## config.mk

```make
export PLATFORM = sky130hd
export DESIGN_NAME = descriptor_send_queue
export DESIGN_NICKNAME = d
export VERILOG_FILES = /design/src/rtl/descriptor_send_queue.sv
export SDC_FILE = /design/constraint.sdc
export NUM_CORES = 1
export LEC_CHECK = 0
export BUFFER_PORTS_ARGS = -buffer_cell sky130_fd_sc_hd__buf_2
export CAP_MARGIN = 20
export CORE_AREA = 2 2 190 192
export CTS_CLUSTER_SIZE = 20
export DETAILED_ROUTE_END_ITERATION = 16
export DIE_AREA = 0 0 192 194
export PLACE_DENSITY = 0.53
export SYNTH_ARGS = -nofsm -noshare
export SYNTH_HDL_FRONTEND = slang
export SYNTH_SLANG_ARGS = --single-unit
```

## constraint.sdc

```tcl
create_clock -name clk_sys -period 3.4 [get_ports clk_sys]
set_clock_uncertainty 0.05 [all_clocks]
set_input_delay 0.68 -clock clk_sys [delete_from_list [all_inputs] [get_ports clk_sys]]
set_output_delay 0.68 -clock clk_sys [all_outputs]
set_load 0.03 [all_outputs]
```

## src/rtl/descriptor_send_queue.sv

```systemverilog
// rtl/descriptor_send_queue.sv - pairs descriptors with buffer IDs, queues them, hold-until-ack output
module descriptor_send_queue #(
  parameter int DESC_W  = 46,
  parameter int BUFID_W = 9,
  parameter int DEPTH   = 4,
  parameter int CNT_W   = 16
) (
  input  logic                     clk_sys,
  input  logic                     reset,
  input  logic                     i_descriptor_valid,
  input  logic [DESC_W-1:0]        iv_descriptor,
  input  logic                     i_pkt_bufid_wr,
  input  logic [BUFID_W-1:0]       iv_pkt_bufid,
  output logic                     o_pkt_bufid_ack,
  output logic                     o_pkt_bufid_wr,
  output logic [BUFID_W-1:0]       ov_pkt_bufid,
  output logic                     o_bufid_free_wr,
  output logic [BUFID_W-1:0]       ov_bufid_free,
  output logic                     o_descriptor_wr,
  output logic [DESC_W-1:0]        ov_descriptor,
  input  logic                     i_descriptor_ack,
  output logic [$clog2(DEPTH):0]   ov_fifo_used,
  output logic                     o_fifo_full,
  output logic [CNT_W-1:0]         ov_drop_nobuf_cnt,
  output logic [CNT_W-1:0]         ov_drop_full_cnt,
  output logic [1:0]               descriptor_send_state
);

  localparam int AW = $clog2(DEPTH);
  localparam int UW = AW + 1;

  typedef enum logic [1:0] {
    IDLE = 2'b00,
    SEND = 2'b10
  } state_t;

  state_t            state;
  logic [DESC_W-1:0] mem [DEPTH];
  logic [AW-1:0]     wr_ptr;
  logic [AW-1:0]     rd_ptr;
  logic [AW-1:0]     rd_next;
  logic              push;
  logic              pop;
  logic              drop_full;
  logic              drop_nobuf;
  logic [UW-1:0]     used_next;

  assign descriptor_send_state = state;

  // Decode the incoming frame against last cycle's occupancy; a same-cycle pop never frees a slot.
  always_comb begin
    push       = i_descriptor_valid && i_pkt_bufid_wr && (ov_fifo_used < UW'(DEPTH));
    drop_full  = i_descriptor_valid && i_pkt_bufid_wr && (ov_fifo_used == UW'(DEPTH));
    drop_nobuf = i_descriptor_valid && !i_pkt_bufid_wr;
    pop        = (state == SEND) && i_descriptor_ack;
    rd_next    = rd_ptr + AW'(1);
    used_next  = ov_fifo_used;
    if (push && !pop) begin
      used_next = ov_fifo_used + UW'(1);
    end else if (!push && pop) begin
      used_next = ov_fifo_used - UW'(1);
    end
  end

  // Descriptor storage with the buffer ID overlaid on the low bits.
  always_ff @(posedge clk_sys) begin
    if (push) begin
      mem[wr_ptr] <= {iv_descriptor[DESC_W-1:BUFID_W], iv_pkt_bufid};
    end
  end

  // FIFO pointers and registered occupancy; the presented head stays counted until acked.
  always_ff @(posedge clk_sys) begin
    if (reset) begin
      wr_ptr       <= '0;
      rd_ptr       <= '0;
      ov_fifo_used <= '0;
      o_fifo_full  <= 1'b0;
    end else begin
      if (push) begin
        wr_ptr <= wr_ptr + AW'(1);
      end
      if (pop) begin
        rd_ptr <= rd_next;
      end
      ov_fifo_used <= used_next;
      o_fifo_full  <= (used_next == UW'(DEPTH));
    end
  end

  // Buffer ID acknowledge, forward and return pulses plus saturating drop counters.
  always_ff @(posedge clk_sys) begin
    if (reset) begin
      o_pkt_bufid_ack   <= 1'b0;
      o_pkt_bufid_wr    <= 1'b0;
      ov_pkt_bufid      <= '0;
      o_bufid_free_wr   <= 1'b0;
      ov_bufid_free     <= '0;
      ov_drop_nobuf_cnt <= '0;
      ov_drop_full_cnt  <= '0;
    end else begin
      o_pkt_bufid_ack <= push || drop_full;
      o_pkt_bufid_wr  <= push;
      ov_pkt_bufid    <= push ? iv_pkt_bufid : '0;
      o_bufid_free_wr <= drop_full;
      ov_bufid_free   <= drop_full ? iv_pkt_bufid : '0;
      if (drop_nobuf && (ov_drop_nobuf_cnt != '1)) begin
        ov_drop_nobuf_cnt <= ov_drop_nobuf_cnt + CNT_W'(1);
      end
      if (drop_full && (ov_drop_full_cnt != '1)) begin
        ov_drop_full_cnt <= ov_drop_full_cnt + CNT_W'(1);
      end
    end
  end

  // Output FSM: present the head, hold until ack, chain straight to the next queued entry.
  always_ff @(posedge clk_sys) begin
    if (reset) begin
      state           <= IDLE;
      o_descriptor_wr <= 1'b0;
      ov_descriptor   <= '0;
    end else begin
      case (state)
        IDLE: begin
          if (ov_fifo_used != '0) begin
            ov_descriptor   <= mem[rd_ptr];
            o_descriptor_wr <= 1'b1;
            state           <= SEND;
          end
        end
        SEND: begin
          if (i_descriptor_ack) begin
            if (ov_fifo_used > UW'(1)) begin
              ov_descriptor   <= mem[rd_next];
              o_descriptor_wr <= 1'b1;
            end else begin
              ov_descriptor   <= '0;
              o_descriptor_wr <= 1'b0;
              state           <= IDLE;
            end
          end
        end
        default: begin
          state           <= IDLE;
          o_descriptor_wr <= 1'b0;
          ov_descriptor   <= '0;
        end
      endcase
    end
  end

endmodule
```

# --- After elaboration in Yosys (flattened, before gate mapping) ---
# Memory sizes are Yosys's and may differ from the RTL's. A register that Yosys moved wholly into a read port is not among the register bits.
# Index checks and enable logic that the tools add are counted.
word_totals:
  ff_bits: 110
  latch_bits: 0
  ramBits: 184
  mem_bits_ro: 0
  inputBits: 60
  elab_cells: 70
  mem_count: 1
mem_list:
  columns: ["name", "depth", "width", "read_ports", "rd_ports_with_merged_regs", "write_ports", "line", "rtl"]
  rows:
  - ["mem", 4, 46, 2, 1, 1, "38", "logic [DESC_W-1:0] mem [DEPTH];"]
op_classes:
  add_sub_neg: 6
  multipliers: 0
  div_mod_pow: 0
  magnitude_cmp: 2
  eq_ne: 8
  shifts: 0
  muxes: 18
  bitwise: 2
  n_reduce_logical: 19
ops:
  columns: ["operator", "count"]
  rows:
  - ["46-bit two-way mux", 3]
  - ["46-bit case mux with 2 select lines", 1]
  - ["16-bit by 1-bit adder with 16-bit output, second input constant", 2]
  - ["16-bit inequality test, second input constant", 2]
  - ["2-bit two-way mux", 5]
  - ["1-bit logical AND", 9]
  - ["3-bit equality test, second input constant", 2]
  - ["3-bit two-way mux", 2]
  - ["2-bit inequality test, second input constant", 3]
  - ["1-bit two-way mux", 5]
  - ["2-bit by 1-bit adder with 2-bit output, second input constant", 2]
  - ["2-bit case mux with 2 select lines", 1]
  - ["2-bit OR reduction", 2]
  - ["3-bit by 1-bit adder with 3-bit output, second input constant", 1]
  - ["3-bit by 1-bit greater-than comparator with 1-bit output, second input constant", 1]
  - ["1-bit zero test", 3]
  - ["3-bit < comparator, second input constant", 1]
  - ["3-bit AND reduction", 1]
  - ["3-bit nonzero test", 1]
  - ["3-bit by 1-bit subtractor with 3-bit output, second input constant", 1]
  - ["2-bit equality test, second input constant", 1]
  - ["2-bit zero test", 1]
  - ["1-bit inverter", 2]
  - ["1-bit case mux with 2 select lines", 1]
  - ["2 further kinds", 2]

# --- Longest topological paths before layout ---
logic_depth:
  word_depth: 7
  depth_mapped: 8
  mapped_depth_nobuf: 6

# --- Worst setup path after synthesis ---
# Ideal clock, no wire load.
synth_path:
  path_kind: "input to register"
  from: "in i_descriptor_valid"
  to: "mem mem[0][0], enable pin"
  arrival_ns: 2.408
  required_time_ns: 2.942
  slack_ns: 0.534
  stages: 4
  path_cell_list: "and3b_1 buf_2 clkbuf_1 and2_1"
synth_between:
  elab_chain_cells: 4
synth_rtl:
  columns: ["element", "line", "rtl"]
  rows:
  - ["from (decl)", "10", "input logic i_descriptor_valid,"]
  - ["1-bit logical AND (2 in series)", "52", "push = i_descriptor_valid && i_pkt_bufid_wr && (ov_fifo_used < UW'(DEPTH));"]
  - ["1-bit two-way mux", "67", "if (push) begin"]
  - ["1-bit two-way mux (not written as such)", "68", "mem[wr_ptr] <= {iv_descriptor[DESC_W-1:BUFID_W], iv_pkt_bufid};"]
  - ["to (decl)", "38", null]
# Every way passes these cells.

# --- Worst setup path in the final report ---
layout_path:
  from: "reg ov_fifo_used[1]"
  to: "reg ov_descriptor[3]"
layout_between:
  elab_chain_cells: 4
layout_rtl:
  columns: ["element", "line", "rtl"]
  rows:
  - ["from (decl)", "22", "output logic [$clog2(DEPTH):0] ov_fifo_used,"]
  - ["from (signal assigned)", "86", "ov_fifo_used <= used_next;"]
  - ["3-bit by 1-bit greater-than comparator with 1-bit output", "133", "if (ov_fifo_used > UW'(1)) begin"]
  - ["46-bit two-way mux", "133", null]
  - ["46-bit two-way mux", "132", "if (i_descriptor_ack) begin"]
  - ["46-bit case mux with 2 select lines", "123", "case (state)"]
  - ["to (signal assigned)", "126", "ov_descriptor <= mem[rd_ptr];"]
  - ["to (signal assigned)", "134", "ov_descriptor <= mem[rd_next];"]
  - ["to (decl)", "20", "output logic [DESC_W-1:0] ov_descriptor,"]
# Parallel ways exist; a longest one is shown, timed or not. The select of a mux whose other input is x is not followed.
# A chain may end at the register's enable or synchronous reset.

==> metrics.md <==
| Metric | Value |
|---|---|
| Maximum fanout encountered on the critical timing path | 19 |
| Area overhead of the layout relative to synthesis | 19.5% |
| Cts-stage hold buffer count | 0 |
| DIE WIDTH | 192 µm |
| Final number of max-transition violations | 0 |
| Final period util | 0.723 |
| H-tree depth | 2 |
| Maximum number of pins on one net before global-route repair | 47 |
| Total of warnings raised by yosys | 0 |
| Core Rows | 69 |
| Flip-flop cell with the highest count after synthesis | sky130_fd_sc_hd__edfxtp_1 |
| Accumulated negative setup slack | 0 ps |
| Count of state elements after synthesis | 295 |
| Synthesized area | 0.0126 mm² |
| FF-to-FF setup slack | 940 ps |
| Total wirelength of the detailed-routed design | 31500 µm |
| TritonCTS clock tree | yes |
| Die height | 194 µm |
| RSZ-0062 raised after global routing | no |
| Arrival time of data at the critical path endpoint | 2840 ps |
| Number of vias per cell | 5.46 |
| Detailed Place HPWL | 18800 µm |
| Clock slew at reported path FFs | 60 ps |
| Post-CTS Setup Bufs | 0 |
| Required time at the worst-slack endpoint | 3780 ps |
| Area after DPL | 0.0139 mm² |
| Status | finished clean |
| Fraction of registers with async set/reset | 0 |
| Min cycle time layout | 2460 ps |
| Simple-gate portion of the synthesized area | 0.104 |
| Max-capacitance violation count | 0 |
| Static leakage | 5.29 nW |
| Synthesized instance count | 833 |
| Number of cells on the worst reg-to-reg path | 7 |
| Kind of end point of the critical path | register |
| Relative slew margins | 0.506 |
| Number of failing hold endpoints at the final stage | 0 |
| Power density normalized to cell area | 718 mW/mm² |
| Worst-case clock buffer depth | 3 |
| Detailed-route DRC error count | 0 |
| CTS buffer count | 35 |
| Core area | 0.0352 mm² |
| I/O pin cnt | 166 |
| Max rail drop VDD | 0.402 mV |
| Share of synthesized area spent on multiplexers | 0.172 |
| Crit path launch type | register |
| Worst r2r src | ov_fifo_used[1]$_SDFF_PP0_ |
| Mean post-synth cell area | 15.1 µm² |
| Fraction of the mapped netlist area in compound gates | 0.0646 |
| Synthesized netlist net count | 903 |
| Type of the worst setup path | reg2reg |
| Starting density of the core | 0.357 |
| Total Die Area | 0.0372 mm² |
| # setup viols final | 0 |
| Peak clock frequency supported by timing | 407 MHz |
| Launching element of the worst setup path | ov_fifo_used[1]$_SDFF_PP0_ |
| Distinct cell type count of the synthesized netlist | 60 |
| Net count reported at finish | 1055 |
| Number of vias after detailed routing | 8052 |
| Residual overflow from global routing | 0 |
| Transition time at the pin with the least slew margin | 735 ps |
| Insertion delay to the later sink of the worst-skew pair | 520 ps |
| Largest family of logic cells by synthesized area | multiplexers |
| Number of buffers added on ports | 155 |
| XOR/XNOR share of the synthesized area | 0.00279 |
| Proportion of layout cells with a drive suffix above 1 | 0.343 |
| Wire length of the first global-routing pass | 49100 µm |
| First-pass DRT Iterations | 5 |
| Gr usage total | 0.171 |
| Class of the tightest hold or removal check | in2reg |
| Number of antenna violations at the first check in global routing | 2 |
| EDFF count, synth | 184 |
| End of the critical path | ov_descriptor[3]$_SDFFE_PP0P_ |
| RR Endpoint | ov_descriptor[3]$_SDFFE_PP0P_ |
| Post-Layout Inst Area | 0.0150 mm² |
| Iteration-0 DRC count of the detailed router | 470 |
| RePlAce Congestion | 0.745 |
| Post-synthesis share of cell area spent on full adders, half adders and majority gates | 0.00996 |
| Number of clock sinks | 295 |
| Resized cells post-CTS | 0 |
| Sequential share of the synthesized area | 0.616 |
| Post-detailed-route count of antenna-violating nets | 0 |
| Root buffer cell | sky130_fd_sc_hd__clkbuf_16 |
| Average wire per standard cell | 21.4 µm |
| Via count of the first global-routing pass | 8205 |
## critical path: stages (launching register included)
cell                       delay (ps)
sky130_fd_sc_hd__dfxtp_1          370
sky130_fd_sc_hd__inv_1            130
sky130_fd_sc_hd__ha_1             230
sky130_fd_sc_hd__nor3b_1          490
sky130_fd_sc_hd__a21o_2           430
sky130_fd_sc_hd__buf_4            370
sky130_fd_sc_hd__a221oi_1         120
sky130_fd_sc_hd__nor3_1           190
## how the worst min path moves through the flow
stage | from | endpoint | slack [ps] | cells past startpoint
after floorplan | wr_ptr[1]$_SDFFE_PP0P_ | wr_ptr[1]$_SDFFE_PP0P_ | 460 | 2
after global placement | ov_descriptor[43]$_SDFFE_PP0P_ | ov_descriptor[43]$_SDFFE_PP0P_ | 430 | 2
after detailed placement | ov_descriptor[39]$_SDFFE_PP0P_ | ov_descriptor[39]$_SDFFE_PP0P_ | 430 | 2
after CTS | iv_descriptor[38] | mem[1][38]$_DFFE_PP_ | 300 | 1
after global routing | iv_descriptor[39] | mem[0][39]$_DFFE_PP_ | 310 | 1
final | iv_descriptor[39] | mem[0][39]$_DFFE_PP_ | 320 | 1
## layout by cell type, fill, tap and decap left out, types with 3 or more instances in the layout
cell type | Yosys | routed
sky130_fd_sc_hd__a211oi_1 | 6 | 6
sky130_fd_sc_hd__a21oi_1 | 24 | 23
sky130_fd_sc_hd__a221oi_1 | 44 | 44
sky130_fd_sc_hd__and2_2 | 0 | 4
sky130_fd_sc_hd__and3_1 | 20 | 20
sky130_fd_sc_hd__and4_1 | 4 | 4
sky130_fd_sc_hd__and4_2 | 3 | 3
sky130_fd_sc_hd__buf_12 | 0 | 8
sky130_fd_sc_hd__buf_2 | 16 | 154
sky130_fd_sc_hd__buf_4 | 7 | 13
sky130_fd_sc_hd__bufinv_16 | 0 | 3
sky130_fd_sc_hd__clkbuf_1 | 28 | 8
sky130_fd_sc_hd__clkbuf_16 | 0 | 35
sky130_fd_sc_hd__clkinv_1 | 0 | 3
sky130_fd_sc_hd__clkinv_2 | 0 | 6
sky130_fd_sc_hd__dfxtp_1 | 111 | 107
sky130_fd_sc_hd__edfxtp_1 | 184 | 184
sky130_fd_sc_hd__ha_1 | 10 | 10
sky130_fd_sc_hd__inv_1 | 14 | 14
sky130_fd_sc_hd__inv_6 | 0 | 6
sky130_fd_sc_hd__mux2i_1 | 5 | 5
sky130_fd_sc_hd__mux4_2 | 92 | 92
sky130_fd_sc_hd__nand2_1 | 19 | 19
sky130_fd_sc_hd__nand3_1 | 13 | 13
sky130_fd_sc_hd__nand4_1 | 11 | 11
sky130_fd_sc_hd__nor2_1 | 64 | 64
sky130_fd_sc_hd__nor2b_1 | 4 | 4
sky130_fd_sc_hd__nor3_1 | 54 | 54
sky130_fd_sc_hd__nor3b_1 | 3 | 3
sky130_fd_sc_hd__nor4_1 | 4 | 4
sky130_fd_sc_hd__o21ai_0 | 9 | 9
sky130_fd_sc_hd__o31ai_1 | 14 | 14
sky130_fd_sc_hd__or3_1 | 7 | 7
sky130_fd_sc_hd__or4_1 | 12 | 12
## power breakdown
part	total, mW	internal (mW)	switching, mW
Sequential	4.43	4.15	0.277
Clock	3.66	2.19	1.47
Combinational	2.70	0.954	1.74
Total	10.8	7.30	3.49
## layer usage
metal  up-vias  part of all wire  GRT usage
met2       203              0.49      0.287
li1       3678                 -          -
met1      4118              0.43      0.229
met4         2             0.022     0.0481
met3        51             0.051     0.0293
met5         -           0.00035          0
## final cells by class
class / instances / area (µm²)
multi-input cells: 464 / 4470
fillers: 3243 / 20200
clock buffers: 45 / 933
well taps: 461 / 577
inverters: 14 / 52.6
flip-flops and latches: 295 / 7760
repair buffers: 175 / 1030
diodes: 2 / 5.00
clock inverters: 19 / 193
## logic make-up (layout without fill, tap and decap cells)
logic type / after synthesis / count (layout)
DFF: 295 / 295
and+or+nand+nor: 238 / 238
AOI/OAI and AO/OA: 110 / 110
muxes: 101 / 101
buffers and inverters: 74 / 253
adders and majority gates: 10 / 10
xor gates and xnor gates: 4 / 4
other: 1 / 3
## sequential cells by signal, summed over array words and instances, names as in the netlist, 3 cells and up, named ones only
register           flops
mem                  184
ov_bufid_free          9
ov_descriptor         46
ov_drop_full_cnt      16
ov_drop_nobuf_cnt     16
ov_fifo_used           3
ov_pkt_bufid           9
## cells in the mapped netlist (16+ instances only)
master | count | share of area
sky130_fd_sc_hd__nor2_1 | 64 | 0.019
sky130_fd_sc_hd__buf_2 | 16 | 0.0064
sky130_fd_sc_hd__dfxtp_1 | 111 | 0.18
sky130_fd_sc_hd__a221oi_1 | 44 | 0.031
sky130_fd_sc_hd__edfxtp_1 | 184 | 0.44
sky130_fd_sc_hd__nand2_1 | 19 | 0.0057
sky130_fd_sc_hd__and3_1 | 20 | 0.010
sky130_fd_sc_hd__mux4_2 | 92 | 0.16
sky130_fd_sc_hd__clkbuf_1 | 28 | 0.0084
sky130_fd_sc_hd__nor3_1 | 54 | 0.022
sky130_fd_sc_hd__a21oi_1 | 24 | 0.0096
## metrics by stage
stage          setup WS, ps   util  power (mW)  cells  hold WS (ps)
6_report                940  0.426        10.8   1475           321
5_1_grt                 700  0.426        11.3   1473           314
4_1_cts                 915  0.426        11.0   1473           300
3_5_place_dp            830  0.394        7.25   1409           428
3_3_place_gp            834  0.394        7.23   1409           425
2_1_floorplan           534      -        6.28    833           464
Power figures use the tool's default switching activity.
